`config.mk`:
```
export PLATFORM = sky130hd
export DESIGN_NAME = pp_mult_seq_ctrl
export DESIGN_NICKNAME = d
export VERILOG_FILES = /design/src/rtl/pp_mult_pkg.sv /design/src/rtl/pp_mult_seq_ctrl_pp_row_gen.sv /design/src/rtl/pp_mult_seq_ctrl.sv
export SDC_FILE = /design/constraint.sdc
export NUM_CORES = 1
export LEC_CHECK = 0
export BUFFER_PORTS_ARGS = -buffer_cell sky130_fd_sc_hd__buf_2
export CORE_UTILIZATION = 52
export DETAILED_ROUTE_END_ITERATION = 6
export MAX_ROUTING_LAYER = met4
export PLACE_DENSITY = 0.76
export REMOVE_ABC_BUFFERS = 1
export SLEW_MARGIN = 20
export SYNTH_ARGS = -nofsm -noshare
export SYNTH_HDL_FRONTEND = slang
export SYNTH_SLANG_ARGS = --single-unit
```
`constraint.sdc`:
```
create_clock -name clk -period 3.3 [get_ports clk]
set_clock_uncertainty 0.2 [all_clocks]
set_input_delay 0.66 -clock clk [delete_from_list [all_inputs] [get_ports clk]]
set_output_delay 0.66 -clock clk [all_outputs]
set_load 0.03 [all_outputs]
```
`src/rtl/pp_mult_pkg.sv`:
```
// Shared types and helpers for the sequential partial-product multiplier.
package pp_mult_pkg;

    localparam int unsigned PP_WIDTH_DEFAULT = 5;

    typedef enum logic [1:0] {
        IDLE = 2'd0,
        RUN  = 2'd1,
        DONE = 2'd2
    } state_t;

    // Index width that never collapses to zero bits for tiny operands.
    function automatic int unsigned clog2_safe(input int unsigned n);
        return (n <= 2) ? 1 : $clog2(n);
    endfunction

endpackage

```
`src/rtl/pp_mult_seq_ctrl_pp_row_gen.sv`:
```
// Combinational partial-product row: extended multiplicand gated by one multiplier bit, shifted.
module pp_row_gen
    import pp_mult_pkg::*;
#(
    parameter int unsigned WIDTH = PP_WIDTH_DEFAULT
) (
    input  logic [2*WIDTH-1:0]            a_ext,
    input  logic                          b_bit,
    input  logic [clog2_safe(WIDTH)-1:0]  shift,
    output logic [2*WIDTH-1:0]            row
);

    localparam int unsigned PW = 2 * WIDTH;

    assign row = (a_ext & {PW{b_bit}}) << shift;

endmodule

```
`src/rtl/pp_mult_seq_ctrl.sv`:
```
// Sequential multiplier: one partial-product row per cycle into a 2*WIDTH accumulator,
// result returned over valid/ready.
module pp_mult_seq_ctrl
    import pp_mult_pkg::*;
#(
    parameter int unsigned WIDTH  = PP_WIDTH_DEFAULT,
    parameter int unsigned SIGNED = 1
) (
    input  logic                          clk,
    input  logic                          rst_n,
    input  logic                          in_valid,
    output logic                          in_ready,
    input  logic [WIDTH-1:0]              a,
    input  logic [WIDTH-1:0]              b,
    input  logic                          abort,
    output logic                          busy,
    output logic [clog2_safe(WIDTH)-1:0]  row_idx,
    output logic                          out_valid,
    input  logic                          out_ready,
    output logic [2*WIDTH-1:0]            product
);

    localparam int unsigned PW = 2 * WIDTH;
    localparam int unsigned IW = clog2_safe(WIDTH);

    state_t          state_q, state_d;
    logic [WIDTH-1:0] a_q, a_d, b_q, b_d;
    logic [PW-1:0]   acc_q, acc_d, product_q, product_d;
    logic [IW-1:0]   row_idx_q, row_idx_d;
    logic            out_valid_q, out_valid_d;
    logic            in_ready_q, in_ready_d;
    logic            busy_q, busy_d;

    logic [PW-1:0]   a_ext;
    logic [PW-1:0]   row;
    logic            last_row;

    assign a_ext    = (SIGNED != 0) ? {{WIDTH{a_q[WIDTH-1]}}, a_q} : {{WIDTH{1'b0}}, a_q};
    assign last_row = (row_idx_q == IW'(WIDTH - 1));

    pp_row_gen #(.WIDTH(WIDTH)) u_row_gen (
        .a_ext (a_ext),
        .b_bit (b_q[row_idx_q]),
        .shift (row_idx_q),
        .row   (row)
    );

    always_ff @(posedge clk or negedge rst_n) begin
        if (!rst_n) begin
            state_q     <= IDLE;
            a_q         <= '0;
            b_q         <= '0;
            acc_q       <= '0;
            product_q   <= '0;
            row_idx_q   <= '0;
            out_valid_q <= 1'b0;
            in_ready_q  <= 1'b1;
            busy_q      <= 1'b0;
        end else begin
            state_q     <= state_d;
            a_q         <= a_d;
            b_q         <= b_d;
            acc_q       <= acc_d;
            product_q   <= product_d;
            row_idx_q   <= row_idx_d;
            out_valid_q <= out_valid_d;
            in_ready_q  <= in_ready_d;
            busy_q      <= busy_d;
        end
    end

    always_comb begin
        state_d     = state_q;
        a_d         = a_q;
        b_d         = b_q;
        acc_d       = acc_q;
        product_d   = product_q;
        row_idx_d   = row_idx_q;
        out_valid_d = out_valid_q;

        case (state_q)
            IDLE: begin
                if (in_valid) begin
                    a_d       = a;
                    b_d       = b;
                    acc_d     = '0;
                    row_idx_d = '0;
                    state_d   = RUN;
                end
            end
            RUN: begin
                if (abort) begin
                    state_d     = IDLE;
                    out_valid_d = 1'b0;
                end else begin
                    // The sign bit of a two's-complement multiplier carries negative weight.
                    if ((SIGNED != 0) && last_row) begin
                        acc_d = acc_q - row;
                    end else begin
                        acc_d = acc_q + row;
                    end
                    row_idx_d = row_idx_q + IW'(1);
                    if (last_row) begin
                        state_d     = DONE;
                        product_d   = acc_d;
                        out_valid_d = 1'b1;
                    end
                end
            end
            DONE: begin
                if (abort || out_ready) begin
                    state_d     = IDLE;
                    out_valid_d = 1'b0;
                end
            end
            default: begin
                state_d     = IDLE;
                out_valid_d = 1'b0;
            end
        endcase

        if (state_d != RUN) begin
            row_idx_d = '0;
        end
        in_ready_d = (state_d == IDLE);
        busy_d     = (state_d != IDLE);
    end

    assign in_ready  = in_ready_q;
    assign busy      = busy_q;
    assign row_idx   = row_idx_q;
    assign out_valid = out_valid_q;
    assign product   = product_q;

endmodule

```
==> reports/qor.yml <==
yosysSeqAreaShare: 0.3945
diodes: 0
wire_per_inst_um: 16.80
slew_viol_final: 0
synthesis.area_um2: 2414
syn_to_final_growth_pct: 35.41
startpoint_type: "register"
numPortBuffers: 30
clk-insertion-delay-late_ns: 0.31
clock_power_share: 0.115
first_global_vias: 2221
synthArstFlopShare: 1.000
tightest_slew_ns: 0.8339
drt_iter0_drc: 193
cpPeakStageDelay_ns: 0.47
drv_cap: 0
avgSynthCellArea_um2: 9.283
setup_slack_ns: -0.1679
relSlewSlack: 0.4441
hp-class: "in2async"
clkSinkCount: 38
ff_latch_area_um2: 953.4
synth.ff_latch_count: 38
p_comb_frac: 0.655
dpl.hpwl_um: 3903
ff2ff_path_depth: 18
cts_tree: "built"
vias: 2321
routabilityCongestion: 0.9194
antenna_left: 0
path_max_fanout: 6
p_int_w: 0.001623
critPathArrivalTime_ns: 3.45
antenna_found_initial: 0
track_usage: 0.2603
violations: "negative setup slack"
rsz0062_at_grt: "yes"
crit_type: "reg2reg"
dieArea_um2: 4918
cts_made_buffers: 5
crit_family: "compound AO/OA/AOI/OAI gates"
min_period_over_period: 1.051
htree_num_levels: 2
ys_types: 50
timing.final.crit_period_ns: 3.468
synth_area_leaders: "dfrtp_1 (38%), mux2_2 (6.5%), ha_1 (6.2%), nand2_1 (4.4%), nor2_1 (4.2%)"
via_per_inst: 5.891
crit_slowest_cell: "dfrtp_2"
setup_viol: 8
initial_core_util: 0.5468
switchingPower_w: 0.001126
total_power_w: 0.002749
r2r_setup_slack_ns: -0.17
synth_top_area_frac: 0.3836
synth_common_cells: "dfrtp_1 (37), nand2_1 (28), nor2_1 (27)"
vdd_drop_max_uv: 463.5
placedInstanceArea_um2: 2861
die_h_um: 70.13
crit_buf_inv: 3
num-nets-final: 369
leakage_nw: 1.554
drive_gt1_frac: 0.4327
dr.pass1.iters: 5
synthFlopType: "dfrtp_1"
routed_wl_um: 6621
drc: 0
cts_buffer_depth: 2
clk_pin_slew_ns: 0.07
p_seq_frac: 0.230
r2r_end: "acc_q[9]$_DFFE_PN0P_"
yosysMostFrequentCell: "dfrtp_1"
fin_area_um2: 3268
grt_overflow: 0
yosysTopAreaCell: "dfrtp_1"
worstPathCellList: "buf_4 -> mux2i_4 -> nor2_2 -> nor2_2 -> o21a_1 -> a21oi_2 -> nor2_2 -> xor2_1 -> ha_2 -> buf_4 -> buf_4 -> o21ai_2 -> a21oi_2 -> o31ai_4 -> o21ai_1 -> xnor2_1 -> xnor2_1 -> o21ai_1"
netSwitchingFraction: 0.4096
hold_viol: 0
multi_input_area_um2: 1567
ios: 31
end_kind: "register"
synth_warnings: 0
core.rowCount: 24
power_density_nw_per_um2: 841.2
syn_inst: 260
worst_hold_slack_ns: 0.2515
grt_first_pass_wirelength_um: 9687
root_buffer: "clkbuf_8"
core_area_um2: 4414
nFillCells: 303
holdBufCountCts: 0
crit-reg2reg-launch: "row_idx[1]$_DFFE_PN0P_"
status: "finished with violations"
grt_max_degree: 39
synth_edf_count: 0
fin_setup_tns_ns: -0.6884
max_freq_mhz: 288.4
die_x_um: 70.13
crit_required_ns: 3.28
-- state kept, by name, indices dropped and copies added, names as in the netlist --
name       cells
a_q            5
acc_q         10
b_q            5
busy           1
in_ready       1
out_valid      1
product       10
row_idx        3
state_q        2
-- cell usage in the layout (no fill, tap or decap), types with 3 or more instances in the layout --
master and instances:
buf_2 30, dfrtp_1 36, buf_4 50, a21oi_1 8, ha_2 3, xnor2_1 6, nand3_1 6, inv_1 9
a21oi_2 3, nand2_1 28, buf_6 3, o21ai_2 8, mux2_2 14, ha_1 7, nor2_2 4, nor2_1 23
o21ai_0 15, clkbuf_8 5, o21ai_1 7, xor2_1 5, nand2b_1 7, o21a_1 4, a22o_1 4
-- layout make-up --
cell class	count	share of cell area
sequential	38	0.2917
clock inverter	2	0.003063
multi-input combinational	202	0.4793
inverter	11	0.01263
tap	52	0.01991
timing repair buffer	83	0.1711
clock buffer	6	0.02221
-- metrics by stage --
step / setup WS (ns) / utilization / instances
global route: -0.2861 / 0.7404 / 394
detailed placement: -0.2574 / 0.6482 / 369
finish: -0.1679 / 0.7404 / 394
floorplan: -0.4609 / - / 251
global placement: -0.1827 / 0.6482 / 369
CTS: -0.07005 / 0.7069 / 389
-- per-layer routing --
metal	global-route usage	vias up	part of all wire
li1	-	1077	-
met1	0.3195	1121	0.41
met2	0.4113	94	0.49
met3	0.05051	29	0.060
met4	0.1289	0	0.037
met5	-	-	0
-- timing repair --
action                     in CTS  in global routing
pin swaps                      13                 22
setup endpoints to repair      10                 12
setup buffers                  12                  5
resized for setup              21                 28
-- power groups by stage --
stage | logic [W] | clock network (W) | registers, W
after detailed placement | 0.00127 | 0 | 0.000628
after global placement | 0.00123 | 0 | 0.000627
after global routing | 0.00196 | 0.000339 | 0.000641
final | 0.00180 | 0.000316 | 0.000631
after CTS | 0.00148 | 0.000320 | 0.000624
after floorplan | 0.000839 | 0 | 0.000642
-- cell families after synthesis --
family | Yosys count | synth area share
simple gates | 90 | 0.1835
compound gates | 67 | 0.1814
flops | 38 | 0.3945
buf+inv | 20 | 0.03473
mux | 20 | 0.09176
fa+ha+maj | 13 | 0.07050
xor+xnor | 12 | 0.04355
-- worst max path at each step --
stage                      startpoint                    to  slack, ns  cells past startpoint
2_1_floorplan  row_idx[0]$_DFFE_PN0P_  acc_q[9]$_DFFE_PN0P_      -0.46                     14
3_3_place_gp   row_idx[1]$_DFFE_PN0P_  acc_q[9]$_DFFE_PN0P_      -0.18                     15
3_5_place_dp   row_idx[1]$_DFFE_PN0P_  acc_q[9]$_DFFE_PN0P_      -0.26                     15
4_1_cts        row_idx[1]$_DFFE_PN0P_  acc_q[9]$_DFFE_PN0P_      -0.07                     15
5_1_grt        row_idx[1]$_DFFE_PN0P_  acc_q[9]$_DFFE_PN0P_      -0.29                     18
6_report       row_idx[1]$_DFFE_PN0P_  acc_q[9]$_DFFE_PN0P_      -0.17                     18
Power figures use the tool's default switching activity.
